===== src/rtl/seq_detect_pkg.sv =====
// Shared types and helpers for the runtime-programmable sequence detector.
// Used by seq_detect_param and seq_match_cmp.
package seq_detect_pkg;

    localparam int unsigned MASK_MAX_W = 256;

    typedef enum logic {
        IDLE  = 1'b0,
        ARMED = 1'b1
    } state_t;

    function automatic int unsigned len_w(input int unsigned pat_w);
        return $clog2(pat_w + 1);
    endfunction

    // Low-len ones mask, sized for the largest supported pattern.
    function automatic logic [MASK_MAX_W-1:0] len_mask(input int unsigned len);
        logic [MASK_MAX_W-1:0] m;
        m = '0;
        for (int unsigned i = 0; i < MASK_MAX_W; i++) begin
            m[i] = (i < len);
        end
        return m;
    endfunction

endpackage


===== src/rtl/seq_match_cmp.sv =====
// Masked compare of {history, newest bit} against the loaded pattern,
// considering only the low i_len bits.
module seq_match_cmp
    import seq_detect_pkg::*;
#(
    parameter int unsigned PAT_W = 8,
    parameter int unsigned LEN_W = 4
) (
    input  logic [PAT_W-2:0] i_hist,
    input  logic             i_x,
    input  logic [PAT_W-1:0] i_pat,
    input  logic [LEN_W-1:0] i_len,
    output logic             o_eq_c
);

    logic [MASK_MAX_W-1:0] w_mask;
    logic [MASK_MAX_W-1:0] w_data;
    logic [MASK_MAX_W-1:0] w_pat;

    assign w_mask = len_mask(32'(i_len));
    assign w_data = MASK_MAX_W'({i_hist, i_x});
    assign w_pat  = MASK_MAX_W'(i_pat);
    assign o_eq_c = (((w_data ^ w_pat) & w_mask) == '0);

endmodule


===== src/rtl/seq_detect_param.sv =====
// Runtime-programmable serial sequence detector (1..PAT_W bit patterns).
// Define SEQ_DETECT_CNT_EN to build the saturating hit counter; otherwise hit_cnt is 0.
module seq_detect_param
    import seq_detect_pkg::*;
#(
    parameter int unsigned PAT_W = 8,
    parameter int unsigned CNT_W = 8,
    parameter int unsigned LEN_W = len_w(PAT_W)
) (
    input  logic             clk,
    input  logic             clr,
    input  logic             x,
    input  logic             x_vld,
    input  logic             pat_load,
    input  logic [PAT_W-1:0] pat,
    input  logic [LEN_W-1:0] pat_len,
    input  logic             overlap,
    output logic             y,
    output logic             y_reg,
    output logic             armed,
    output logic [CNT_W-1:0] hit_cnt
);

    localparam int unsigned HIST_W = PAT_W - 1;
    localparam logic [LEN_W-1:0] FILL_MAX = LEN_W'(PAT_W - 1);

    state_t             r_state;
    logic [PAT_W-1:0]   r_pat;
    logic [LEN_W-1:0]   r_len;
    logic               r_ovl;
    logic [HIST_W-1:0]  r_hist;
    logic [LEN_W-1:0]   r_fill;
    logic               r_y_reg;

    logic w_accept;
    logic w_fill_ok;
    logic w_eq;
    logic w_match;
    logic w_len_legal;

    assign w_accept    = (r_state == ARMED) && x_vld && !pat_load;
    assign w_fill_ok   = (({1'b0, r_fill} + (LEN_W+1)'(1)) >= {1'b0, r_len});
    assign w_match     = w_accept && w_fill_ok && w_eq;
    assign w_len_legal = (pat_len != '0) && (32'(pat_len) <= PAT_W);

    seq_match_cmp #(
        .PAT_W (PAT_W),
        .LEN_W (LEN_W)
    ) u_cmp (
        .i_hist (r_hist),
        .i_x    (x),
        .i_pat  (r_pat),
        .i_len  (r_len),
        .o_eq_c (w_eq)
    );

    // FSM, pattern registers, history and fill.
    always_ff @(posedge clk or negedge clr) begin
        if (!clr) begin
            r_state <= IDLE;
            r_pat   <= '0;
            r_len   <= '0;
            r_ovl   <= 1'b0;
            r_hist  <= '0;
            r_fill  <= '0;
            r_y_reg <= 1'b0;
        end else begin
            r_y_reg <= w_match;
            if (pat_load) begin
                r_pat   <= pat;
                r_len   <= pat_len;
                r_ovl   <= overlap;
                r_hist  <= '0;
                r_fill  <= '0;
                r_state <= w_len_legal ? ARMED : IDLE;
            end else if (w_accept) begin
                // Non-overlapping: the completing bit must not seed the next match.
                if (w_match && !r_ovl) begin
                    r_hist <= '0;
                    r_fill <= '0;
                end else begin
                    r_hist <= HIST_W'({r_hist, x});
                    if (r_fill != FILL_MAX) begin
                        r_fill <= r_fill + LEN_W'(1);
                    end
                end
            end
        end
    end

`ifdef SEQ_DETECT_CNT_EN
    logic [CNT_W-1:0] r_cnt;

    always_ff @(posedge clk or negedge clr) begin
        if (!clr) begin
            r_cnt <= '0;
        end else if (pat_load) begin
            r_cnt <= '0;
        end else if (w_match && (r_cnt != '1)) begin
            r_cnt <= r_cnt + CNT_W'(1);
        end
    end

    assign hit_cnt = r_cnt;
`else
    assign hit_cnt = '0;
`endif

    assign y     = w_match;
    assign y_reg = r_y_reg;
    assign armed = (r_state == ARMED);

endmodule

===== config.mk =====
export PLATFORM = sky130hd
export DESIGN_NAME = seq_detect_param
export DESIGN_NICKNAME = d
export VERILOG_FILES = /design/src/rtl/seq_detect_pkg.sv /design/src/rtl/seq_match_cmp.sv /design/src/rtl/seq_detect_param.sv
export SDC_FILE = /design/constraint.sdc
export NUM_CORES = 1
export LEC_CHECK = 0
export BUFFER_PORTS_ARGS = -buffer_cell sky130_fd_sc_hd__buf_2
export CAP_MARGIN = 10
export CORE_MARGIN = 5
export CORE_UTILIZATION = 40
export CTS_BUF_LIST = sky130_fd_sc_hd__clkbuf_4 sky130_fd_sc_hd__clkbuf_8
export DETAILED_ROUTE_END_ITERATION = 10
export HOLD_SLACK_MARGIN = 0.1
export SETUP_SLACK_MARGIN = 0.15
export SLEW_MARGIN = 20
export SYNTH_ARGS = -nofsm -noshare
export SYNTH_HDL_FRONTEND = slang
export SYNTH_SLANG_ARGS = --single-unit
export TNS_END_PERCENT = 100

===== constraint.sdc =====
create_clock -name clk -period 6.5 [get_ports clk]
set_clock_uncertainty 0.1 [all_clocks]
set_input_delay 0.325 -clock clk [delete_from_list [all_inputs] [get_ports clk]]
set_output_delay 0.325 -clock clk [all_outputs]
set_load 0.05 [all_outputs]

==> flow_metrics.py <==
metrics = {
    "synth": {
        "syn_area_per_cell_um2": 10.77,
        "syn_area_um2": 1400,
        "synthArstFlopShare_pct": 100.0,
        "ys.flop_type": "dfrtp_1",
        "synth.largest_area_cell": "dfrtp_1",
        "synthTopCellsByArea": "dfrtp_1 (46%), mux2_2 (8.0%), xnor2_1 (5.6%)",
        "synth_seq_cells": 26,
        "synth_top_area_share_pct": 46.47,
        "yosys-top-cells-count": "dfrtp_1 (26), mux2_2 (10), nand2_1 (10), xnor2_1 (9)",
        "netlist_instances": 130,
        "yosysUniqueCellTypes": 29,
        "yosysMostFrequentCell": "dfrtp_1",
        "yosysWarnings": 0,
        "synth_edf_count": 0,
        "yosysSeqAreaShare_pct": 46.47,
    },
    "grt": {
        "use_met3_pct": 3.924,
        "grt_pass1_vias": 978,
        "grt.total_usage_pct": 11.37,
        "grt_util_met1_pct": 14.13,
        "overflow": 0,
        "grt_pass1_wl_um": 4471,
        "use_met2_pct": 19.28,
        "antenna_found_initial": 0,
        "grt_start_max_net_pins": 27,
        "top_usage_layer": "met2",
    },
    "power_and_ir_drop": {
        "power_density_nw_per_um2": 235.6,
        "leakage_nw": 0.7446,
        "ir_worst_vdd_uv": 128.2,
        "power_uw": 379.1,
    },
    "worst_setup_path": {
        "critPathLaunchType": "flop",
        "crit_slowest_cell": "dfrtp_1",
        "path_cells": "ha_1, xor2_1, ha_1, o211ai_1, a21oi_1, nor2_1, nor4_1, buf_2",
        "max_stage_delay_ns": 0.45,
        "critical_path_required_ns": 6.07,
        "timing.rr.end": "r_fill[0]",
        "crit_path_end_kind": "output pin",
        "critPathKind": "flop to output pin",
        "rrSetupSlack_ns": 4.12,
        "cp_common_cell": "ha_1",
        "r2r_cells": 9,
        "r2r_start": "r_fill[0]",
        "crit_fanout": 5,
        "critPathArrivalTime_ns": 2.51,
    },
    "layout": {
        "nNetsFinal": 179,
        "nFillCells": 354,
        "largest-register": "r_pat",
        "drive_gt1_share_pct": 25.16,
        "largest_register_ffs": 8,
        "fin_area_um2": 1609,
        "reg_top3": "r_pat: 8 flops, r_hist: 7 flops",
        "multi_input_area_um2": 689.4,
        "n_antenna_cell": 0,
        "area_delta_synth_final_pct": 14.92,
        "seqCellArea_um2": 650.6,
    },
    "die": {
        "core_area_um2": 3363,
        "die_h_um": 69.16,
        "start_util_pct": 41.63,
        "die-area_um2": 4783,
        "die_w_um": 69.16,
        "rows": 21,
        "io_pins": 29,
    },
    "sta": {
        "rsz0062_at_grt": "no",
        "finalSetupTns_ns": 0,
        "final_hold_viol_count": 0,
        "slew_viol_final": 0,
        "setup_ws_ns": 3.567,
        "fin_crit_sh_pct": 45.12,
        "fin_crit_ns": 2.933,
        "max_freq_mhz": 341.0,
        "relSlewSlack_pct": 61.95,
        "worst_pin_slew_ns": 0.5708,
        "setup_viol": 0,
    },
    "drt": {
        "dr.pass1.iters": 4,
        "wl_per_cell_um": 13.30,
        "drc": 0,
        "first_iter_violations": 48,
        "wl_um": 2674,
        "via_count": 1022,
        "via_per_inst": 5.085,
        "drtAntennaViolNets": 0,
    },
    "clock_tree": {
        "clock-sinks": 26,
        "cts_tree": "done",
        "clk_pin_slew_ns": 0.14,
        "clk_latency_ns": 0.32,
        "clockBufferDepth": 2,
        "root_buffer": "clkbuf_4",
        "cts_made_buffers": 3,
        "cts_resized": 0,
        "htree_levels": 1,
        "post_cts_buffers": 0,
    },
    "place": {
        "dp_slack_ns": 3.917,
        "dp_hpwl_um": 2046,
        "numPortBuffers": 20,
        "gp_congestion": 0.7305,
        "dpl_cell_area_um2": 1516,
    },
    "worst_hold_path": {
        "holdPathStages": 3,
        "holdPathEnd": "r_len[2]",
        "min_path_type": "primary input to flop",
        "hold_start": "pat_len[2]",
    },
    "run": {
        "maxCapViolCount": 0,
    },
    "status": {
        "outcome": "complete, no violations",
    },
}
## cell type report
type | count | share of cell area (%)
Clock buffer | 3 | 1.400
Clock inverter | 1 | 1.866
Inverter | 5 | 1.166
Multi-Input combinational cell | 96 | 42.85
Sequential cell | 26 | 40.44
Tap cell | 46 | 3.577
Timing Repair Buffer | 24 | 8.709
## metrics by stage
step                hold WS, ns  std cells  util, %
floorplan              -0.07059        137        -
global placement         0.2577        193    45.09
detailed placement       0.2585        193    45.09
CTS                      0.1033        199    47.25
global route             0.1014        201    47.84
finish                   0.1120        201    47.84
## worst max path at each step
stage | startpoint | end | slack [ns] | cells past startpoint
floorplan | r_fill[0] | y | 3.10 | 7
global placement | r_fill[0] | y | 4.02 | 8
detailed placement | r_fill[0] | y | 3.92 | 8
CTS | r_fill[0] | y | 3.53 | 8
global route | r_fill[0] | y | 3.34 | 8
finish | r_fill[0] | y | 3.57 | 8
## metal layers
layer | vias to the layer above | wire, um | share of wire [%]
li1 | 503 | - | -
met1 | 498 | 1165 | 44
met2 | 19 | 1375 | 51
met3 | 2 | 120 | 4.5
met4 | 0 | 12 | 0.45
met5 | - | 0 | 0
## worst max-delay path: cells and delay by family, from the launching register on
family,cells,cell delay [ns]
simple gates,2,0.43
compound gates,2,0.25
buf+inv,1,0.33
fa+ha+maj,2,0.54
xor+xnor,1,0.17
flops,1,0.45
## layout by cell type (no fill, tap or decap)
cell type and n:
nor2_1 8, bufinv_16 1, dfrtp_1 26, nand2b_1 3, conb_1 8, o31ai_2 1
inv_1 5, dlygate4sd3_1 4, nor4_1 1, o41ai_2 1, mux2_2 10, buf_2 20
o22ai_1 1, clkbuf_4 3, o21ai_0 6, o221a_2 1, nor3_4 1, nor3_1 3
a211o_1 1, nand3_1 3, xor2_1 2, ha_1 5, xnor2_1 9, a21oi_1 8
nand2_1 10, o211ai_1 1, o21bai_2 1, o2111ai_1 2, a22o_1 8, a32o_1 1
a21o_1 1
## logic make-up (layout without fill, tap and decap cells)
family	Yosys count	after routing	synth area share, %
adder cells (fa/ha/maj)	5	5	4.468
other	1	8	0.2678
multiplexers	10	10	8.043
XOR/XNOR	11	11	6.882
AO/OA/AOI/OAI	33	33	17.79
AND/OR/NAND/NOR	29	29	9.920
flip-flops	26	26	46.47
buffers and inverters	15	33	6.167
## timing repair
action | 4_1_cts | 5_1_grt
hold buffers | 2 | 2
hold endpoints to repair | 27 | 2
setup endpoints to repair | 0 | 0
## power by group
group	internal (mW)	leakage [nW]	total (mW)	switching (mW)
Clock	0.0623	0.0279	0.111	0.0487
Sequential	0.174	0.330	0.187	0.0133
Combinational	0.0332	0.387	0.0808	0.0475
Total	0.270	0.745	0.379	0.110
Power figures use the tool's default switching activity.
